$ cat src/rtl/mips_mmio_pkg.sv
// Address map and STATUS bit layout shared by the data-side memory responder
// and its console FIFO.
package mips_mmio_pkg;

    localparam logic [31:0] MMIO_BASE   = 32'hFFFF_FF00;
    localparam logic [31:0] CYCLES_ADR  = 32'hFFFF_FF00;
    localparam logic [31:0] TIMER_ADR   = 32'hFFFF_FF04;
    localparam logic [31:0] STATUS_ADR  = 32'hFFFF_FF08;
    localparam logic [31:0] CONSOLE_ADR = 32'hFFFF_FF0C;

    // STATUS bit positions
    localparam int EXPIRED   = 0;
    localparam int FULL      = 1;
    localparam int EMPTY     = 2;
    localparam int OVERFLOW  = 3;
    localparam int COUNT_LSB = 4;

    // Word slot within the 16-byte MMIO page, selected by address bits [3:2]
    typedef enum logic [1:0] {
        REG_CYCLES  = 2'd0,
        REG_TIMER   = 2'd1,
        REG_STATUS  = 2'd2,
        REG_CONSOLE = 2'd3
    } mmio_reg_e;

    // True when the byte address falls inside the 16-byte MMIO page
    function automatic logic is_mmio(input logic [31:0] adr);
        return adr[31:4] == MMIO_BASE[31:4];
    endfunction

endpackage

$ cat src/rtl/mips_console_fifo.sv
// Console byte FIFO: core pushes bytes, an external sink drains them over a
// valid/ready handshake. A push into a full FIFO is still accepted when a pop
// happens in the same cycle; otherwise it is dropped and reported on 'drop'.
module mips_console_fifo #(
    parameter int FIFO_DEPTH = 8
) (
    input  logic       clk,
    input  logic       reset,
    input  logic       push,
    input  logic [7:0] data_in,
    input  logic       ready,
    output logic [7:0] data_out,
    output logic       valid,
    output logic [3:0] count,
    output logic       full,
    output logic       empty,
    output logic       drop
);

    localparam int PW = $clog2(FIFO_DEPTH);

    logic [7:0]    mem [FIFO_DEPTH];
    logic [PW-1:0] head;
    logic [PW-1:0] tail;
    logic          pop;
    logic          push_ok;

    assign empty    = (count == 4'd0);
    assign full     = (count == 4'(FIFO_DEPTH));
    assign valid    = !empty;
    assign pop      = valid && ready;
    assign push_ok  = push && (!full || pop);
    assign drop     = push && full && !pop;
    assign data_out = empty ? 8'h00 : mem[head];

    // Storage array: written on accepted pushes only
    // NOTE: storage is deliberately left out of reset; the count/pointers
    // already mark every entry invalid, and a reset-free array maps to RAM.
    always_ff @(posedge clk) begin
        if (push_ok) mem[tail] <= data_in;
    end

    // Pointer and occupancy bookkeeping; power-of-two depth wraps naturally
    // NOTE: sequential state uses non-blocking assignments so every register
    // samples pre-edge values regardless of statement order.
    always_ff @(posedge clk or negedge reset) begin
        if (!reset) begin
            head  <= '0;
            tail  <= '0;
            count <= 4'd0;
        end else begin
            if (push_ok) tail <= tail + 1'b1;
            if (pop)     head <= head + 1'b1;
            case ({push_ok, pop})
                2'b10:   count <= count + 4'd1;
                2'b01:   count <= count - 4'd1;
                default: count <= count;
            endcase
        end
    end

endmodule

$ cat src/rtl/mips_dmem_responder.sv
// Data-side memory responder for the single-cycle MIPS core: word RAM plus an
// MMIO page holding a cycle counter, a countdown timer, sticky status flags
// and a console FIFO. Reads are combinational; writes commit at the edge.
module mips_dmem_responder
    import mips_mmio_pkg::*;
#(
    parameter int DEPTH      = 64,
    parameter int FIFO_DEPTH = 8
) (
    input  logic        clk,
    input  logic        reset,
    input  logic        memwrite,
    input  logic [31:0] dataadr,
    input  logic [31:0] writedata,
    output logic [31:0] readdata,
    output logic [7:0]  cons_data,
    output logic        cons_valid,
    input  logic        cons_ready,
    output logic        timer_irq
);

    localparam int AW = $clog2(DEPTH);

    logic [31:0]   ram [DEPTH];
    logic [AW-1:0] ram_idx;
    logic          ram_hit;
    logic          mmio_hit;
    mmio_reg_e     mmio_sel;

    logic [31:0] cycles;
    logic [31:0] timer;
    logic        expired;
    logic        overflow;
    logic [31:0] status;

    logic        ram_we;
    logic        timer_we;
    logic        status_we;
    logic        console_we;
    logic        expire_set;

    logic [3:0]  fifo_count;
    logic        fifo_full;
    logic        fifo_empty;
    logic        fifo_drop;

    // Byte-offset bits never take part in decode; all accesses are words
    logic unused_adr_bits;
    assign unused_adr_bits = ^dataadr[1:0];

    assign ram_hit  = (dataadr[31:AW+2] == '0);
    assign ram_idx  = dataadr[AW+1:2];
    assign mmio_hit = is_mmio(dataadr);
    assign mmio_sel = mmio_reg_e'(dataadr[3:2]);

    assign ram_we     = memwrite && ram_hit;
    assign timer_we   = memwrite && mmio_hit && (mmio_sel == REG_TIMER);
    assign status_we  = memwrite && mmio_hit && (mmio_sel == REG_STATUS);
    assign console_we = memwrite && mmio_hit && (mmio_sel == REG_CONSOLE);

    // Expiry only happens on a genuine 1 -> 0 decrement, never under a load
    assign expire_set = !timer_we && (timer == 32'd1);
    assign timer_irq  = expired;

    mips_console_fifo #(
        .FIFO_DEPTH (FIFO_DEPTH)
    ) u_console_fifo (
        .clk      (clk),
        .reset    (reset),
        .push     (console_we),
        .data_in  (writedata[7:0]),
        .ready    (cons_ready),
        .data_out (cons_data),
        .valid    (cons_valid),
        .count    (fifo_count),
        .full     (fifo_full),
        .empty    (fifo_empty),
        .drop     (fifo_drop)
    );

    // Assemble the STATUS word from live flags and FIFO occupancy
    always_comb begin
        status                  = '0;
        status[EXPIRED]         = expired;
        status[FULL]            = fifo_full;
        status[EMPTY]           = fifo_empty;
        status[OVERFLOW]        = overflow;
        status[COUNT_LSB +: 4]  = fifo_count;
    end

    // Zero-latency read mux: RAM, MMIO page, or 0 for unmapped addresses
    // NOTE: every output of a combinational block gets a default first so no
    // path leaves it unassigned, which would otherwise infer a latch.
    always_comb begin
        readdata = '0;
        if (ram_hit) begin
            readdata = ram[ram_idx];
        end else if (mmio_hit) begin
            case (mmio_sel)
                REG_CYCLES:  readdata = cycles;
                REG_TIMER:   readdata = timer;
                REG_STATUS:  readdata = status;
                default:     readdata = '0;
            endcase
        end
    end

    // Data RAM write port; contents survive reset
    always_ff @(posedge clk) begin
        if (ram_we) ram[ram_idx] <= writedata;
    end

    // Free-running cycle counter and loadable countdown timer
    always_ff @(posedge clk or negedge reset) begin
        if (!reset) begin
            cycles <= '0;
            timer  <= '0;
        end else begin
            cycles <= cycles + 32'd1;
            if (timer_we)            timer <= writedata;
            else if (timer != 32'd0) timer <= timer - 32'd1;
        end
    end

    // Sticky flags: hardware set takes priority over a write-1-to-clear
    always_ff @(posedge clk or negedge reset) begin
        if (!reset) begin
            expired  <= 1'b0;
            overflow <= 1'b0;
        end else begin
            if (expire_set)                         expired <= 1'b1;
            else if (status_we && writedata[EXPIRED]) expired <= 1'b0;

            if (fifo_drop)                            overflow <= 1'b1;
            else if (status_we && writedata[OVERFLOW]) overflow <= 1'b0;
        end
    end

endmodule

$ cat config.mk
export PLATFORM = sky130hd
export DESIGN_NAME = mips_dmem_responder
export DESIGN_NICKNAME = d
export VERILOG_FILES = /design/src/rtl/mips_mmio_pkg.sv /design/src/rtl/mips_console_fifo.sv /design/src/rtl/mips_dmem_responder.sv
export SDC_FILE = /design/constraint.sdc
export NUM_CORES = 2
export LEC_CHECK = 0
export ABC_AREA = 1
export BUFFER_PORTS_ARGS = -buffer_cell sky130_fd_sc_hd__buf_2
export CORE_ASPECT_RATIO = 2
export CORE_MARGIN = 8
export CORE_UTILIZATION = 36
export DETAILED_ROUTE_END_ITERATION = 16
export PLACE_DENSITY = 0.56
export SYNTH_ARGS = -nofsm -noshare
export SYNTH_HDL_FRONTEND = slang
export SYNTH_SLANG_ARGS = --single-unit
$ cat constraint.sdc
create_clock -name clk -period 2.4 [get_ports clk]
set_input_delay 0.24 -clock clk [delete_from_list [all_inputs] [get_ports clk]]
set_output_delay 0.24 -clock clk [all_outputs]
set_load 0.005 [all_outputs]
* Yosys cells after proc, flatten, opt, wreduce, memory -nomap -nowiden *
Memories as Yosys holds them, arrays and structs flattened.
Index checks and enable logic that the tools add are counted.
Widths: inputs -> output; s select.

word-level totals
  flip-flop bits (word level) = 76
  RAM bits = 2,112
  bits of input ports = 68
  output and inout bits = 42
  memories kept = 2

memory list
  name                words  bits a word  rd ports  clocked after memory_dff  write ports  line                       source
  ram                 64     32           1         0                         1            mips_dmem_responder.sv:24  logic [31:0] ram [DEPTH];
  u_console_fifo.mem  8      8            1         0                         1            mips_console_fifo.sv:22    logic [7:0] mem [FIFO_DEPTH];

cells by class
  add/subtract/negate cells = 6
  equality and inequality tests = 8
  muxes and demuxes = 15
  reductions and logical operators = 25

operators by type and width
  cell                   number
  $mux 32                4
  $pmux 32 s3            1
  $add 32x1->32 const B  1
  $eq 32x1->1 const B    1
  $reduce_bool 32->1     1
  $sub 32x1->32 const B  1
  $eq 28x28->1 const B   1
  $logic_not 24->1       1
  $logic_and 1x1->1      12
  $mux 1                 8
  $mux 8                 1
  $pmux 4 s2             1
  $reduce_bool 2->1      4
  $add 3x1->3 const B    2
  $eq 2x2->1 const B     3
  $add 4x1->4 const B    1
  $eq 2x1->1 const B     2
  $eq 4x4->1 const B     1
  $logic_not 1->1        4
  $logic_not 4->1        1
  $sub 4x1->4 const B    1
  $logic_not 2->1        1
  $logic_or 1x1->1       1

* Logic depth before layout (Yosys ltp) *
  depth in word-level cells = 7
  depth in mapped cells = 20

* Hierarchy *
A second synthesis with hierarchy kept.

second synthesis, totals
  cell total of the unflattened synthesis = 7,749
  area total of the unflattened synthesis = 89,089.2 um^2

by module, submodules not included
  module               times used  cells each  area an instance (um^2)  seq. area each (um^2)
  mips_dmem_responder  1           7,475       85,916.2                 63,150.6
  mips_console_fifo    1           274         3,173.0                  2,172.1

* Worst setup path before layout *
Ideal clock, no wire load.

  path kind = input port to flip-flop
  start point = in dataadr[3]
  end point = mem ram[0][0], enable pin
  setup time = 0.421 ns
  arrival time = 2.707 ns
  required time = 1.979 ns
  path slack = -0.728 ns
  cell stages on the path = 7
  path buffers = 4
  cells stage by stage = buf_4 > buf_6 > nor2_4 > buf_2 > buf_2 > nand3_1 > nor2_1

RTL lines
  what         line                       source
  from (decl)  mips_dmem_responder.sv:13  input logic [31:0] dataadr,
  to (decl)    mips_dmem_responder.sv:24

Straight into the memory's write port.

* Final worst setup path *
  start point = mem ram[11][11]
  end point = out readdata[11]

on the way
  cells in the longest elaborated chain, start to end = 2

RTL lines
  what           line                       source
  $mem_v2 64x32  -
  $mux 32        mips_dmem_responder.sv:96  if (ram_hit) begin
  to (decl)      mips_dmem_responder.sv:15  output logic [31:0] readdata,

No other way between the ends.

==> summary.txt <==
Pwr
  – Pwr dens: roughly 730 mW/mm^2
  – Maximum VDD drop: 547.3 uV
  – LEAKAGE: ~43 nW

Global route
  – Grt ovf: 0
  – GR Util met2: 42.09%
  – Vias in the first global route: around 64k
  – Largest net degree at the start of global routing: 74
  – Total Routing Usage GR: 22.92%
  – GRT Max-Usage Layer: met2
  – Initial antenna violation count: 10
  – GR Layer Usage met3: between 2 and 2.5%
  – GR Util met1: 24.56%
  – First-pass GRT wire length: 449200 um

Synthesis
  – Yosys top cell by area: edfxtp_1
  – Syn_area_per_cell: about 11 sq um
  – Top post-synthesis cells by count: nand2_1, edfxtp_1, nand3_1, nor2_1, inv_1
  – Seq/Total Area, Yosys: just over 70%
  – Netlist cell types: 41
  – Top-area cell type share of the netlist area: a little over two thirds
  – Synth top area cells: edfxtp_1, nand2_1, dfrtp_1, nand3_1, nand4_1
  – Post-Synth Adder-Cell Area: less than 1%
  – Simple-Gate Fraction of Synth Area: between 20 and 25%
  – Most numerous cell in the Yosys netlist: nand2_1
  – Synth Cell Area: around 0.091 sq mm
  – Mapped Cells: approximately 8.3k
  – Largest family of logic cells by synthesized area: simple AND/OR/NAND/NOR gates
  – Compound-gate portion of the synthesized area: 1.469%
  – Post-synthesis mux area share: 0%
  – Async set or reset register ratio after synthesis: under 10%
  – Primary FF master, synth: edfxtp_1
  – XOR/XNOR share of the synthesized area: 0.5997%
  – EDFF count, synth: 2112
  – Net Count, Synth: 8351
  – Synth warn: 0
  – Synthesized flop and latch total: between 2k and 2.5k

CTS
  – Skew-Pair Late Insertion Delay: 0.84 ns
  – CTS root buf: clkbuf_16
  – Longest Clk Path Bufs: 4
  – Htree depth: 4
  – CTS sink count: 2188
  – CTS tree: built
  – CTS clk-pin slew, worst paths: about 0.070 ns
  – CTS buffer count: 188

Status
  – Status: finished with violations
  – Failing checks: negative setup slack

Placed design
  – Port Buf Inserts: approximately 110
  – Hpwl dp: 204500 um
  – Cells after DPL: 11.90k
  – GPL Wtd Cong: ~0.95
  – Placement Cell Area: 0.1017 sq mm

STA
  – Final worst-path setup slack: -0.3736 ns
  – Final setup vio count: 40
  – Setup TNS: -8.484 ns
  – Max Freq: 360.5 MHz
  – Final clock skew: between 0.03 and 0.04 ns
  – RSZ-0062 raised after global routing: yes
  – Slew @ Worst Pin: 0.9684 ns
  – Post-route minimum period: 2.774 ns
  – Crit share post-route: 115.6%
  – Final hold viol count: 0
  – Final Max Slew Viols: 0
  – Normalized max-slew margin: 35.44%

Worst setup path
  – CP required: roughly 2.2 ns
  – Worst Path Arrival: 2.53 ns
  – CP max FO: 1
  – Setup crit start: ram[11][11]
  – Reg2reg start: timer[0]
  – WS Path Type: reg2out
  – Worst setup SP type: flop
  – Setup crit end kind: primary output

Floorplanning
  – Die Width: 370.6 um
  – Die H: 725.3 um
  – Io pins: 110
  – Row cnt: 260
  – Die area: 0.2688 sq mm
  – Core region area: 0.2505 sq mm
  – Starting Density: 36.15%

Min path
  – Hold Crit Start: writedata[20]
  – Hold crit path type: in2reg

Detailed routing
  – Post-route ant nets: 0
  – # DRC: 0
  – Routed len/inst: 25.87 um
  – Vias per cell: 5.210
  – DRT Pass-1 Iters: 6
  – Vias: approximately 64k
  – Initial DRC Count: ~5.2k
  – Final Routed Wirelength: 318200 um

Finish
  – Layout area overhead: 22.74%
  – Share of layout cells above drive strength 1: 18.85%
  – Final core occ: 44.37%
  – Fillcell total: 23.07k
  – Design area: roughly 0.11 sq mm
  – Number of nets in the layout: 8953
  – Layout Cells excl Fill: 12.30k

Run
  – Max cap viols: 0
[kinds of logic (layout without fill, tap and decap cells)]
family / count (synthesis) / in the layout
simple gates: 5111 / 5111
flops: 2188 / 2188
buf+inv: 666 / 1405
compound gates: 242 / 242
xor+xnor: 62 / 62
fa+ha+maj: 7 / 7
other cells: 0 / 9
[critical path: stages, from the launching register on]
cell and delay [ns]:
edfxtp_1 0.32, nand2_1 0.05, nand2_1 0.07, nand2_1 0.07, nand4_1 0.11, nand3_2 0.09, nand2_4 0.14, nand2_8 0.10
nand3_4 0.18, nor2_4 0.05, nor2_4 0.25, buf_6 0.14, buf_6 0.08
[layer usage]
| metal | routed length [um] | share of wire [%] | vias to the layer above |
|---|---|---|---|
| met5 | 13 | 0.0041 | - |
| met4 | 26310 | 8.3 | 2 |
| met3 | 15740 | 4.9 | 758 |
| met2 | 165200 | 52 | 2320 |
| met1 | 110900 | 35 | 32050 |
| li1 | - | - | 28950 |
[state kept, by name (all words and copies together), names as in the netlist]
name,cells
overflow,1
ram,2048
timer,32
u_console_fifo.mem,64
u_console_fifo.head,3
u_console_fifo.count,4
cycles,32
u_console_fifo.tail,3
timer_irq,1
[worst paths after layout]
check                          endpoint  slack, ns  depth (start not counted)
setup / recovery           readdata[11]      -0.37                         12
setup reg to reg              timer[24]       0.15                         11
hold reg to reg               cycles[0]       0.49                          1
min in group asynchronous      timer[3]       0.47                          4
max in group asynchronous     timer[17]       1.67                          4
hold / removal              ram[32][20]       0.03                          1
[stage by stage]
step	worst slack [ns]	hold WS, ns	power, mW
global route	-0.4663	0.02973	83.73
detailed placement	-1.602	0.1915	49.80
CTS	-0.4961	0.003599	81.35
finish	-0.3736	0.02927	81.61
floorplan	-0.09911	-0.05559	45.78
global placement	-1.620	0.1866	49.71
[power by group]
part | internal (mW) | leakage, nW | switching, mW | total [mW]
Sequential | 41.9 | 20.0 | 0.0728 | 41.9
Clock | 16.6 | 2.85 | 14.0 | 30.5
Combinational | 3.23 | 20.0 | 5.90 | 9.13
[final cells by class]
type	instances	area, sq um	area share [%]
Sequential cell	2188	65330	58.78
Multi-Input combinational cell	5422	25440	22.89
Timing Repair Buffer	817	9255	8.328
Clock buffer	227	4915	4.422
Tap cell	3275	4098	3.687
Inverter	260	1067	0.9603
Clock inverter	100	998.5	0.8984
Antenna cell	9	22.52	0.02027
Timing Repair inverter	1	11.26	0.01013
[what timing repair did]
action                     in CTS  in global routing
setup endpoints to repair      41                 40
hold buffers                   32                  0
pin swaps                     225                196
gates cloned                    8                  2
hold endpoints to repair      983                  0
setup buffers                  21                 22
resized for setup             636                236
[placed cells by master, fill, tap and decap left out, types with 22 or more instances in the layout]
master | Yosys | layout
a21oi_1 | 85 | 79
buf_12 | 0 | 225
buf_2 | 247 | 87
buf_4 | 17 | 421
buf_6 | 4 | 36
clkbuf_1 | 99 | 36
clkbuf_16 | 0 | 192
clkinv_1 | 1 | 36
clkinv_2 | 0 | 22
dfrtp_1 | 76 | 74
dlygate4sd3_1 | 0 | 31
edfxtp_1 | 2112 | 2112
inv_1 | 249 | 183
inv_2 | 5 | 61
nand2_1 | 4211 | 3888
nand2_2 | 3 | 196
nand2_4 | 1 | 120
nand3_1 | 368 | 311
nand3_2 | 1 | 48
nand4_1 | 222 | 222
nor2_1 | 260 | 151
nor2_2 | 4 | 23
nor2_4 | 6 | 96
o21ai_0 | 75 | 32
o21ai_2 | 0 | 31
xor2_1 | 59 | 59
(Power assumes the default switching activity.)
